### src/rtl/eth_mdio_master.sv
// rtl/eth_mdio_master.sv - Clause-22 MDIO management master (MDC/MDIO frame engine)
//
// Turns one register-access command into a serial MDC/MDIO frame and returns read data.
// Parameters:
//   CLK_DIV      clk_i cycles per MDC half-period (>= 4); MDC period = 2*CLK_DIV cycles
//   PREAMBLE_EN  1: 32-bit all-ones preamble, 64-bit frame; 0: no preamble, 32-bit frame
// Ports:
//   clk_i, rst_i                 clock, synchronous active-high reset
//   cmd_valid_i / cmd_ready_o    command handshake (ready only in IDLE)
//   cmd_write_i                  1 = write (OP=01), 0 = read (OP=10)
//   cmd_phy_addr_i, cmd_reg_addr_i, cmd_wdata_i   PHYAD, REGAD, write data
//   rsp_valid_o                  one-cycle pulse when a frame completes
//   rsp_rdata_o, rsp_err_o       read data / no-PHY flag (updated only by reads)
//   busy_o                       frame in progress (SHIFT or DONE)
//   mdc_o, mdio_o, mdio_oe_o     pad-side MDC, MDIO value and MDIO output enable
//   mdio_i                       MDIO from pad (asynchronous)

module eth_mdio_master #(
    parameter int CLK_DIV     = 4,
    parameter bit PREAMBLE_EN = 1'b1
) (
    input  logic        clk_i,
    input  logic        rst_i,
    input  logic        cmd_valid_i,
    output logic        cmd_ready_o,
    input  logic        cmd_write_i,
    input  logic [4:0]  cmd_phy_addr_i,
    input  logic [4:0]  cmd_reg_addr_i,
    input  logic [15:0] cmd_wdata_i,
    output logic        rsp_valid_o,
    output logic [15:0] rsp_rdata_o,
    output logic        rsp_err_o,
    output logic        busy_o,
    output logic        mdc_o,
    output logic        mdio_o,
    output logic        mdio_oe_o,
    input  logic        mdio_i
);

    localparam int N     = PREAMBLE_EN ? 64 : 32;
    localparam int DIV_W = $clog2(2 * CLK_DIV);

    localparam logic [DIV_W-1:0] DIV_HALF = DIV_W'(CLK_DIV - 1);
    localparam logic [DIV_W-1:0] DIV_LAST = DIV_W'(2 * CLK_DIV - 1);
    localparam logic [5:0]       BIT_LAST = 6'(N - 1);
    // The last 18 bits of every frame are TA(2) + DATA(16).
    localparam logic [5:0]       TA1_BIT  = 6'(N - 18);
    localparam logic [5:0]       TA2_BIT  = 6'(N - 17);

    typedef enum logic [1:0] {
        S_IDLE,
        S_SHIFT,
        S_DONE
    } state_t;

    state_t           state;
    state_t           state_nxt;

    logic [DIV_W-1:0] div_cnt;
    logic [5:0]       bit_cnt;
    logic [63:0]      shreg;
    logic             is_write;
    logic [15:0]      rd_sh;
    logic             mdio_s1;
    logic             mdio_s2;

    logic             accept;
    logic             bit_end;
    logic             last_bit;
    logic [31:0]      frame_hdr;
    logic [63:0]      frame_load;

    assign accept   = cmd_valid_i && (state == S_IDLE);
    assign bit_end  = (state == S_SHIFT) && (div_cnt == DIV_LAST);
    assign last_bit = bit_end && (bit_cnt == BIT_LAST);

    assign cmd_ready_o = (state == S_IDLE);
    assign busy_o      = (state != S_IDLE);

    // Read frames leave TA/DATA undriven, so their slot contents are irrelevant.
    always_comb begin
        frame_hdr = {2'b01,
                     cmd_write_i ? 2'b01 : 2'b10,
                     cmd_phy_addr_i,
                     cmd_reg_addr_i,
                     cmd_write_i ? 2'b10 : 2'b11,
                     cmd_write_i ? cmd_wdata_i : 16'hFFFF};
        frame_load = PREAMBLE_EN ? {32'hFFFF_FFFF, frame_hdr} : {frame_hdr, 32'h0};
    end

    always_ff @(posedge clk_i) begin
        if (rst_i) begin
            state <= S_IDLE;
        end else begin
            state <= state_nxt;
        end
    end

    always_comb begin
        state_nxt = state;
        case (state)
            S_IDLE:  if (accept)   state_nxt = S_SHIFT;
            S_SHIFT: if (last_bit) state_nxt = S_DONE;
            S_DONE:                state_nxt = S_IDLE;
            default:               state_nxt = S_IDLE;
        endcase
    end

    // Two-flop synchronizer for the asynchronous pad input.
    always_ff @(posedge clk_i) begin
        if (rst_i) begin
            mdio_s1 <= 1'b1;
            mdio_s2 <= 1'b1;
        end else begin
            mdio_s1 <= mdio_i;
            mdio_s2 <= mdio_s1;
        end
    end

    always_ff @(posedge clk_i) begin
        if (rst_i) begin
            div_cnt     <= '0;
            bit_cnt     <= '0;
            shreg       <= '0;
            is_write    <= 1'b0;
            rd_sh       <= '0;
            mdc_o       <= 1'b0;
            mdio_o      <= 1'b1;
            mdio_oe_o   <= 1'b0;
            rsp_valid_o <= 1'b0;
            rsp_rdata_o <= '0;
            rsp_err_o   <= 1'b0;
        end else begin
            rsp_valid_o <= 1'b0;
            case (state)
                S_IDLE: begin
                    if (accept) begin
                        // First bit goes straight to the pin; the rest wait in shreg.
                        mdio_o    <= frame_load[63];
                        shreg     <= {frame_load[62:0], 1'b0};
                        mdio_oe_o <= 1'b1;
                        mdc_o     <= 1'b0;
                        div_cnt   <= '0;
                        bit_cnt   <= '0;
                        is_write  <= cmd_write_i;
                    end
                end
                S_SHIFT: begin
                    div_cnt <= (div_cnt == DIV_LAST) ? '0 : div_cnt + 1'b1;
                    if (div_cnt == DIV_HALF) begin
                        mdc_o <= 1'b1;
                    end
                    if (bit_end) begin
                        // Capture at the end of the high phase: second TA bit, then DATA[15:0].
                        if (bit_cnt >= TA2_BIT) begin
                            rd_sh <= {rd_sh[14:0], mdio_s2};
                        end
                        mdc_o <= 1'b0;
                        if (last_bit) begin
                            mdio_o      <= 1'b1;
                            mdio_oe_o   <= 1'b0;
                            rsp_valid_o <= 1'b1;
                            if (!is_write) begin
                                // rd_sh[15] holds the second TA sample at this point.
                                rsp_rdata_o <= {rd_sh[14:0], mdio_s2};
                                rsp_err_o   <= rd_sh[15];
                            end
                        end else begin
                            mdio_o    <= shreg[63];
                            shreg     <= {shreg[62:0], 1'b0};
                            bit_cnt   <= bit_cnt + 6'd1;
                            mdio_oe_o <= is_write || ((bit_cnt + 6'd1) < TA1_BIT);
                        end
                    end
                end
                default: begin
                end
            endcase
        end
    end

endmodule

### config.mk
export PLATFORM = sky130hd
export DESIGN_NAME = eth_mdio_master
export DESIGN_NICKNAME = d
export VERILOG_FILES = /design/src/rtl/eth_mdio_master.sv
export SDC_FILE = /design/constraint.sdc
export NUM_CORES = 1
export LEC_CHECK = 0
export ABC_AREA = 1
export CORE_ASPECT_RATIO = 2
export CORE_MARGIN = 2
export CORE_UTILIZATION = 42
export CTS_CLUSTER_DIAMETER = 30
export DETAILED_ROUTE_END_ITERATION = 10
export PLACE_DENSITY = 0.72
export SYNTH_ARGS = -nofsm -noshare
export SYNTH_HDL_FRONTEND = slang
export SYNTH_SLANG_ARGS = --single-unit
### constraint.sdc
create_clock -name clk_i -period 3.05 [get_ports clk_i]
set_input_delay 0.61 -clock clk_i [delete_from_list [all_inputs] [get_ports clk_i]]
set_output_delay 0.61 -clock clk_i [all_outputs]
set_load 0.05 [all_outputs]
# Word level (Yosys, flattened, before mapping)
# Cells that the tools add are included.
[totals] mem_count=0 latchBits=0 ramBits=0 in_bits=31 reg_bits=115 output_inout_bits=23 word_cells=75 mem_bits_ro=0
[op_classes] n_bitwise=3 addsub=2 n_reduce_logical=16 n_eq_ne=9 div_mod_pow=0 shifts=0 magnitude_cmp=2 mux=29 multipliers=0
[ops] cell="two-way mux 64 bit" n=3
[ops] cell="one-hot mux 64 bit (2 select lines)" n=1
[ops] cell="two-way mux 6 bit" n=3
[ops] cell="two-way mux 16 bit" n=1
[ops] cell="one-hot mux 6 bit (2 select lines)" n=1
[ops] cell="two-way mux 1 bit" n=10
[ops] cell="AND reduction 3 bit" n=3
[ops] cell="AND reduction 4 bit" n=2
[ops] cell="adder 6 x 1 -> 6 bit, second input constant" n=1
[ops] cell="== test 6 bit, second input constant" n=1
[ops] cell=">= comparator 6 bit, second input constant" n=1
[ops] cell="less-than comparator 6 bit, second input constant" n=1
[ops] cell="two-way mux 2 bit" n=3
[ops] cell="two-way mux 3 bit" n=2
[ops] cell="!= test 2 bit, second input constant" n=3
[ops] cell="one-hot mux 1 bit (2 select lines)" n=3
[ops] cell="one-hot mux 3 bit (2 select lines)" n=1
[ops] cell="AND reduction 2 bit" n=3
[ops] cell="one-hot mux 2 bit (2 select lines)" n=1
[ops] cell="nonzero test 2 bit" n=2
[ops] cell="adder 3 x 1 -> 3 bit, second input constant" n=1
[ops] cell="== test 3 x 2 -> 1 bit, second input constant" n=1
[ops] cell="== test 3 bit, second input constant" n=1
[ops] cell="logical AND 1 bit" n=3
[ops] cell="other kinds (7)" n=9

# Depth between registers and ports, before layout
# Gate-level depths: netlist of the first run.
[depth] ltp_word=6 depth_mapped=11 ltp_nobuf=10

# Worst setup path after synthesis of the first run
# OpenSTA, ideal clock, no wires.
[synth_path] kind="register to register" from="reg state[1]" to="reg mdio_o" required_time_ns=2.927 path_slack_ns=1.240 path_stages_with_launch=8 setup_ns=0.123 n_path_buf=1 synth_period_minus_slack_ns=1.810 arrival_ns=1.687 cell_sequence="dfxtp_1 > nor2_2 > nand2_1 > nand2_2 > nand3_2 > buf_4 > o22ai_1 > nand2_1"
[synth_via] elab_cells_between_ends=12 classes_between="3 x eq/ne; 3 x mux; 6 x reduce/logical"
[synth_lines] item="start: declaration" line="56" text="state_t state;"
[synth_lines] item="start signal: assignment" line="95" text="state <= state_nxt;"
[synth_lines] item="logical NOT 2 bit *"
[synth_lines] item="via cmd_ready_o" line="25" text="output logic cmd_ready_o,"
[synth_lines] item="logical AND 1 bit" line="73" text="assign accept = cmd_valid_i && (state == S_IDLE);"
[synth_lines] item="!= test 2 x 1 -> 1 bit (no line)"
[synth_lines] item="AND reduction 3 bit (no line)"
[synth_lines] item="end signal: assignment" line="139" text="mdio_o <= frame_load[63];"
[synth_lines] item="end signal: assignment" line="169" text="mdio_o <= shreg[63];"
[synth_lines] item="end: declaration" line="35" text="output logic mdio_o,"
# The timed path passes the listed nets; every way through them passes the cells marked *. The select of a mux whose other input is x is not followed.
# A chain may end at the register's enable or synchronous reset.

# Final worst setup path of the first run
[layout_path] from="reg state[1]" to="out busy_o"
[layout_via] elab_chain_cells=1
[layout_rtl] item="nonzero test 2 bit" line="78" text="assign busy_o = (state != S_IDLE);"
[layout_rtl] item="end: declaration" line="33" text="output logic busy_o,"
# Every way passes these cells.

==> metrics.log, run 1 <==
INFO  metric dp_hpwl = 6.142 mm
INFO  metric drt.antenna.violating_nets = 0
INFO  metric cts_hold_buffers = 0
INFO  metric cts.htree.levels = 4
INFO  metric grt_overflow = 0
INFO  metric io_pins = 54
INFO  metric synth_xor_xnor_area_share = 0.001931
INFO  metric summed_instance_area_of_the_synthesized_netlist = 4536 um^2
INFO  metric design.die.area = 11700 um^2
INFO  metric share_of_synthesized_cell_area_in_and_or_nand_and_nor_gates = 0.1914
INFO  metric timing.critical_path.arrival = 1690 ps
INFO  metric grt_util_all_layers = 0.1721
INFO  metric relSlewSlack = 0.4196
INFO  metric die_h = 151.0 um
INFO  metric synth_top_flop_cell = dfxtp_1
INFO  metric grt_pass1_wl = 16.08 mm
INFO  metric globalplace.congestion = 0.7889
INFO  metric routedWlPerCell = 11.84 um
INFO  metric leakage = 2.277 nW
INFO  metric stdcell_area = 5707 um^2
INFO  metric irDropWorstVdd = 0.0004350 V
INFO  metric antenna_found_initial = 0
INFO  metric clk_path_buf_depth = 2
INFO  metric synth_enable_flop_cells = 0
INFO  metric worst_ep_required_time = 2440 ps
INFO  metric setup_tns = 0 ps
INFO  metric tritoncts = done
INFO  metric post_place_setup_slack = 635.1 ps
INFO  metric sequential_element_share_of_the_synthesized_area = 0.5032
INFO  metric clock_skew = 10.60 ps
INFO  metric grt_start_max_net_pins = 53
INFO  metric power_density = 688.2 nW/um^2
INFO  metric syn-instance-count = 607
INFO  metric critical_path_end_type = primary output
INFO  metric antenna-diode-count = 0
INFO  metric postSynthNetCount = 642
INFO  metric cts_made_buffers = 17
INFO  metric final_period_utilization = 0.7550
INFO  metric detail_route.first_pass.iterations = 5
INFO  metric number_of_register_bits_inferred_by_synthesis = 114
INFO  metric post_synth.cell_area_avg = 7.472 um^2
INFO  metric post_route_cells_drive_above_1_share = 0.08346
INFO  metric path_clk_slew = 50 ps
INFO  metric outcome = complete, no violations
INFO  metric first_global_vias = 3673
INFO  metric finalHoldViolations = 0
INFO  metric setup_slack = 747.4 ps
INFO  metric post_synth_mux_area_share = 0
INFO  metric detail_route.drc_violations = 0
INFO  metric rsz0062_at_grt = false
INFO  metric setup_violations = 0
INFO  metric synth.distinct_cells = 27
INFO  metric design.core.area = 10540 um^2
INFO  metric largest_family_of_logic_cells_by_synthesized_area = compound AO/OA/AOI/OAI gates
INFO  metric cts.repair.resized = 0
INFO  metric avg_vias_per_cell = 5.064
INFO  metric min_period = 2303 ps
INFO  metric io_buffer_count = 53
INFO  metric synth_compound_gate_area_share = 0.2086
INFO  metric synthAdderAreaFrac = 0.01103
INFO  metric timing.critical_path.fanout_max = 3
INFO  metric holdCritPathClass = reg2reg
INFO  metric timing_worst_setup_path_type = reg2out
INFO  metric fmax = 0.4343 GHz
INFO  metric cts.repair_timing.setup_buffer_count = 0
INFO  metric routed_wirelength = 9.423 mm
INFO  metric iteration_0_drc_markers = 236
INFO  metric crit_path_start_kind = flip-flop
INFO  metric clock-sinks = 114
INFO  metric max_cap_viol_count = 0
INFO  metric syn_to_final_growth = 25.82%
INFO  metric placement_rows = 53
INFO  metric total_power = 3.927 mW
INFO  metric die_x = 77.48 um
INFO  metric clkLatencyLatePin = 410 ps
INFO  metric dr_vias = 4031
INFO  metric postPlaceCellArea = 5097 um^2
INFO  metric synth_async_sr_flop_share = 0
INFO  metric final-max-slew-violation-count = 0
INFO  metric design.final.nets = 681
INFO  metric synth-warning-count = 0
INFO  metric floorplan.initialDensity = 0.4302
INFO  metric ctsRootBufferMaster = clkbuf_16
INFO  metric max_slew.worst_pin.slew = 869.6 ps
INFO  metric final.hold.worst_slack = 429.9 ps
==> metrics by stage <==
stage | utilization | instances
after floorplan | - | 607
after global placement | 0.4834 | 764
after detailed placement | 0.4834 | 764
after CTS | 0.5412 | 796
after global routing | 0.5412 | 796
final | 0.5412 | 796
==> synth_stat cells, types with 2 or more instances <==
cell type	number	area (um^2)
nor3_1	2	10.01
nor2_2	2	12.51
nand3_1	4	20.02
or2_2	4	25.02
nand3_2	2	20.02
nand2_4	2	22.52
buf_4	7	52.55
buf_1	2	7.510
a21oi_1	59	295.3
nand2_2	2	12.51
o21ai_0	107	535.5
buf_6	2	22.52
nand2_1	81	304.0
nor2_1	110	412.9
inv_1	48	180.2
buf_2	5	25.02
ha_1	4	50.05
clkbuf_1	22	82.58
nor2_4	2	22.52
dfxtp_1	114	2282
o21ai_1	20	100.1
==> sequential cells by signal, summed over array words and instances (netlist names), 2 cells and up <==
signal       flops
bit_cnt          6
rd_sh           16
state            2
rsp_rdata_o     16
shreg           63
div_cnt          3
==> layout by cell type, fill, tap and decap left out, types with 4 or more instances in the layout <==
cell type	instances
o21ai_0	107
ha_1	4
nand3_1	4
dfxtp_1	114
a21oi_1	59
clkbuf_16	17
clkinv_4	5
clkdlybuf4s50_1	53
or2_2	4
o21ai_1	20
nand2_1	81
buf_4	4
nor2_1	110
inv_1	47
==> per-layer routing <==
metal / routed length, um / part of all wire / track usage
met5: 0 / 0 / 0
met4: 216 / 0.023 / 0.08839
met3: 387 / 0.041 / 0.04529
met1: 3905 / 0.41 / 0.1860
met2: 4914 / 0.52 / 0.3057
==> worst max-delay path, cell delays in order, from the launching register on <==
cell and delay, ps:
dfxtp_1 390, nor2_2 60, inv_1 50, clkdlybuf4s50_1 790
==> report_power, final <==
part | internal [mW] | switching (mW) | leakage, nW | total [mW]
registers | 1.57 | 0.0383 | 0.935 | 1.61
clock network | 1.29 | 0.712 | 0.290 | 2.00
logic | 0.122 | 0.193 | 1.05 | 0.315
total | 2.98 | 0.943 | 2.28 | 3.93
==> final timing paths <==
path,end,slack (ps),cells past startpoint,from
setup / recovery,busy_o,750,3,state[1]
hold / removal,mdio_s2,430,1,mdio_s1
setup reg to reg,shreg[13],880,9,state[0]
hold reg to reg,mdio_s2,430,1,mdio_s1
==> cell families after synthesis <==
group                      Yosys count
and+or+nand+nor                    212
xor gates and xnor gates             1
DFF                                114
AOI/OAI and AO/OA                  188
adders and majority gates            4
buffers and inverters               88
==> layout make-up <==
| cell class | instances | area (um^2) |
|---|---|---|
| fillers | 956 | 4837 |
| flip-flops and latches | 114 | 2282 |
| multi-input cells | 405 | 1873 |
| repair buffers | 58 | 580.6 |
| clock buffers | 17 | 425.4 |
| inverters | 50 | 190.2 |
| clock inverters | 15 | 183.9 |
| well taps | 137 | 171.4 |
Power figures use the tool's default switching activity.
==> inputs of run 2 (changes only) <==
==> constraint.sdc (replaced) <==
create_clock -name clk_i -period 2.3 [get_ports clk_i]
set_input_delay 0.46 -clock clk_i [delete_from_list [all_inputs] [get_ports clk_i]]
set_output_delay 0.46 -clock clk_i [all_outputs]
set_load 0.05 [all_outputs]
==> run 2 against run 1 <==
  * Global-route usage grew 0.74 points
  * Sequential power up 33%
  * Critical endpoint is now cmd_ready_o
  * Combinational power grew 37%
==> metrics.log, run 2 (synthesis results as in run 1) <==
INFO  metric outcome = complete, no violations
INFO  metric mostFrequentLayoutCells = dfxtp_1 (114), nor2_1 (110), o21ai_0 (107)
INFO  metric dr_vias = 3995
INFO  metric path_clk_slew = 50 ps
INFO  metric r2r_setup_slack = 320 ps
INFO  metric post_place_setup_slack = 204.5 ps
INFO  metric sequential_cell_area = 2282 um^2
INFO  metric detail_route.first_pass.iterations = 4
INFO  metric critPathLaunch = state[1]
INFO  metric grt_pass1_wl = 16.66 mm
INFO  metric cts_hold_buffers = 0
INFO  metric hp-start = mdio_s1
INFO  metric cts.repair.resized = 0
INFO  metric layout_commonest_cell = dfxtp_1
INFO  metric fillerInstances = 986
INFO  metric timing_worst_setup_path_type = reg2out
INFO  metric reg.largest.list = shreg (63), rd_sh (16), rsp_rdata_o (16)
INFO  metric placement_rows = 53
INFO  metric globalplace.congestion = 0.8000
INFO  metric final-max-slew-violation-count = 0
INFO  metric tritoncts = done
INFO  metric routed_wirelength = 9.723 mm
INFO  metric io_pins = 54
INFO  metric antenna-diode-count = 0
INFO  metric min_period = 2168 ps
INFO  metric max_slew.worst_pin.slew = 513.1 ps
INFO  metric crit_path_start_kind = flip-flop
INFO  metric design.final.nets = 688
INFO  metric clock-sinks = 114
INFO  metric fmax = 0.4612 GHz
INFO  metric design.die.area = 11700 um^2
INFO  metric die_h = 151.0 um
INFO  metric cts.htree.levels = 4
INFO  metric cts.repair_timing.setup_buffer_count = 0
INFO  metric cp_cell_sequence = nor2_2 -> clkdlybuf4s50_1
INFO  metric detail_route.drc_violations = 0
INFO  metric first_global_vias = 3821
INFO  metric grt_util_all_layers = 0.1795
INFO  metric iteration_0_drc_markers = 268
INFO  metric clkLatencyLatePin = 410 ps
INFO  metric syn_to_final_growth = 26.98%
INFO  metric final_period_utilization = 0.9427
INFO  metric antenna_found_initial = 0
INFO  metric cts_made_buffers = 17
INFO  metric timing.critical_path.fanout_max = 3
INFO  metric clock_skew = 5.537 ps
INFO  metric flip_flop_count_of_the_largest_register_after_layout = 63
INFO  metric holdCritPathClass = reg2reg
INFO  metric design.core.area = 10540 um^2
INFO  metric setup_tns = 0 ps
INFO  metric die_x = 77.48 um
INFO  metric dp_hpwl = 6.294 mm
INFO  metric io_buffer_count = 53
INFO  metric max_flop_register = shreg
INFO  metric finalHoldViolations = 0
INFO  metric grt_start_max_net_pins = 53
INFO  metric cp_num_buf_inv = 1
INFO  metric clk_path_buf_depth = 2
INFO  metric max_cap_viol_count = 0
INFO  metric worst_ep_required_time = 1840 ps
INFO  metric critical_path_end_type = primary output
INFO  metric drt.antenna.violating_nets = 0
INFO  metric setup_slack = 131.8 ps
INFO  metric multi_input_area = 1873 um^2
INFO  metric irDropWorstVdd = 0.0005748 V
INFO  metric avg_vias_per_cell = 4.975
INFO  metric rsz0062_at_grt = false
INFO  metric cpMaxStageDelayCell = clkdlybuf4s50_1
INFO  metric post_route_cells_drive_above_1_share = 0.08859
INFO  metric regToRegStartpoint = div_cnt[0]
INFO  metric timing.critical_path.max_delay_family = buffers and inverters
INFO  metric relSlewSlack = 0.6569
INFO  metric ctsRootBufferMaster = clkbuf_16
INFO  metric timing.critical_path.arrival = 1710 ps
INFO  metric critical_path.max_stage_delay = 830 ps
INFO  metric routedWlPerCell = 12.11 um
INFO  metric grt_overflow = 0
INFO  metric floorplan.initialDensity = 0.4302
INFO  metric leakage = 2.309 nW
INFO  metric power_density = 902.0 nW/um^2
INFO  metric setup_violations = 0
[run 2: cell count changes in the layout (fill, tap and decap cells not counted)]
cell / delta
buf_4: +6
clkinv_4: -5
clkbuf_8: +2
clkbuf_1: +3
clkinv_2: +2
buf_12: +1
inv_6: -2
[run 2: where the power goes]
group / total [mW] / internal [mW] / switching, mW
Combinational: 0.432 / 0.171 / 0.261
Clock: 2.62 / 1.75 / 0.875
Sequential: 2.14 / 2.09 / 0.0507
[run 2: area by class of cell]
class | instances | area share
inverters | 50 | 0.03302
repair buffers | 65 | 0.1121
multi-input cells | 405 | 0.3252
well taps | 137 | 0.02976
flip-flops and latches | 114 | 0.3963
clock inverters | 10 | 0.02303
clock buffers | 22 | 0.08060
[run 2: worst register-to-register path: stages (launching register included)]
cell	delay, ps
dfxtp_1	350
ha_1	200
ha_1	220
nand2_2	110
nor2_4	150
nand2_4	100
nand2_4	90
buf_4	370
o21ai_0	150
a21oi_1	160
[run 2: final timing paths]
path / to / depth (start not counted)
worst max-delay path: cmd_ready_o / 2
worst min-delay path: mdio_s2 / 1
worst max register to register: shreg[4] / 9
worst min register to register: mdio_s2 / 1
[run 2: layer usage]
metal / track usage / part of all wire / up-vias
li1: - / - / 2051
met3: 0.05006 / 0.030 / 18
met5: 0 / 0 / -
met4: 0.09375 / 0.024 / 0
met2: 0.3209 / 0.52 / 71
met1: 0.1899 / 0.42 / 1855
[run 2: metrics by stage]
stage	hold slack (ps)	total power, mW	cells	utilization	area, um^2
floorplan	389.5	2.468	607	-	4536
global placement	409.8	2.591	771	0.4896	5162
detailed placement	407.8	2.607	771	0.4896	5162
CTS	418.0	5.242	803	0.5462	5759
global route	444.0	5.412	803	0.5462	5759
finish	418.3	5.195	803	0.5462	5759
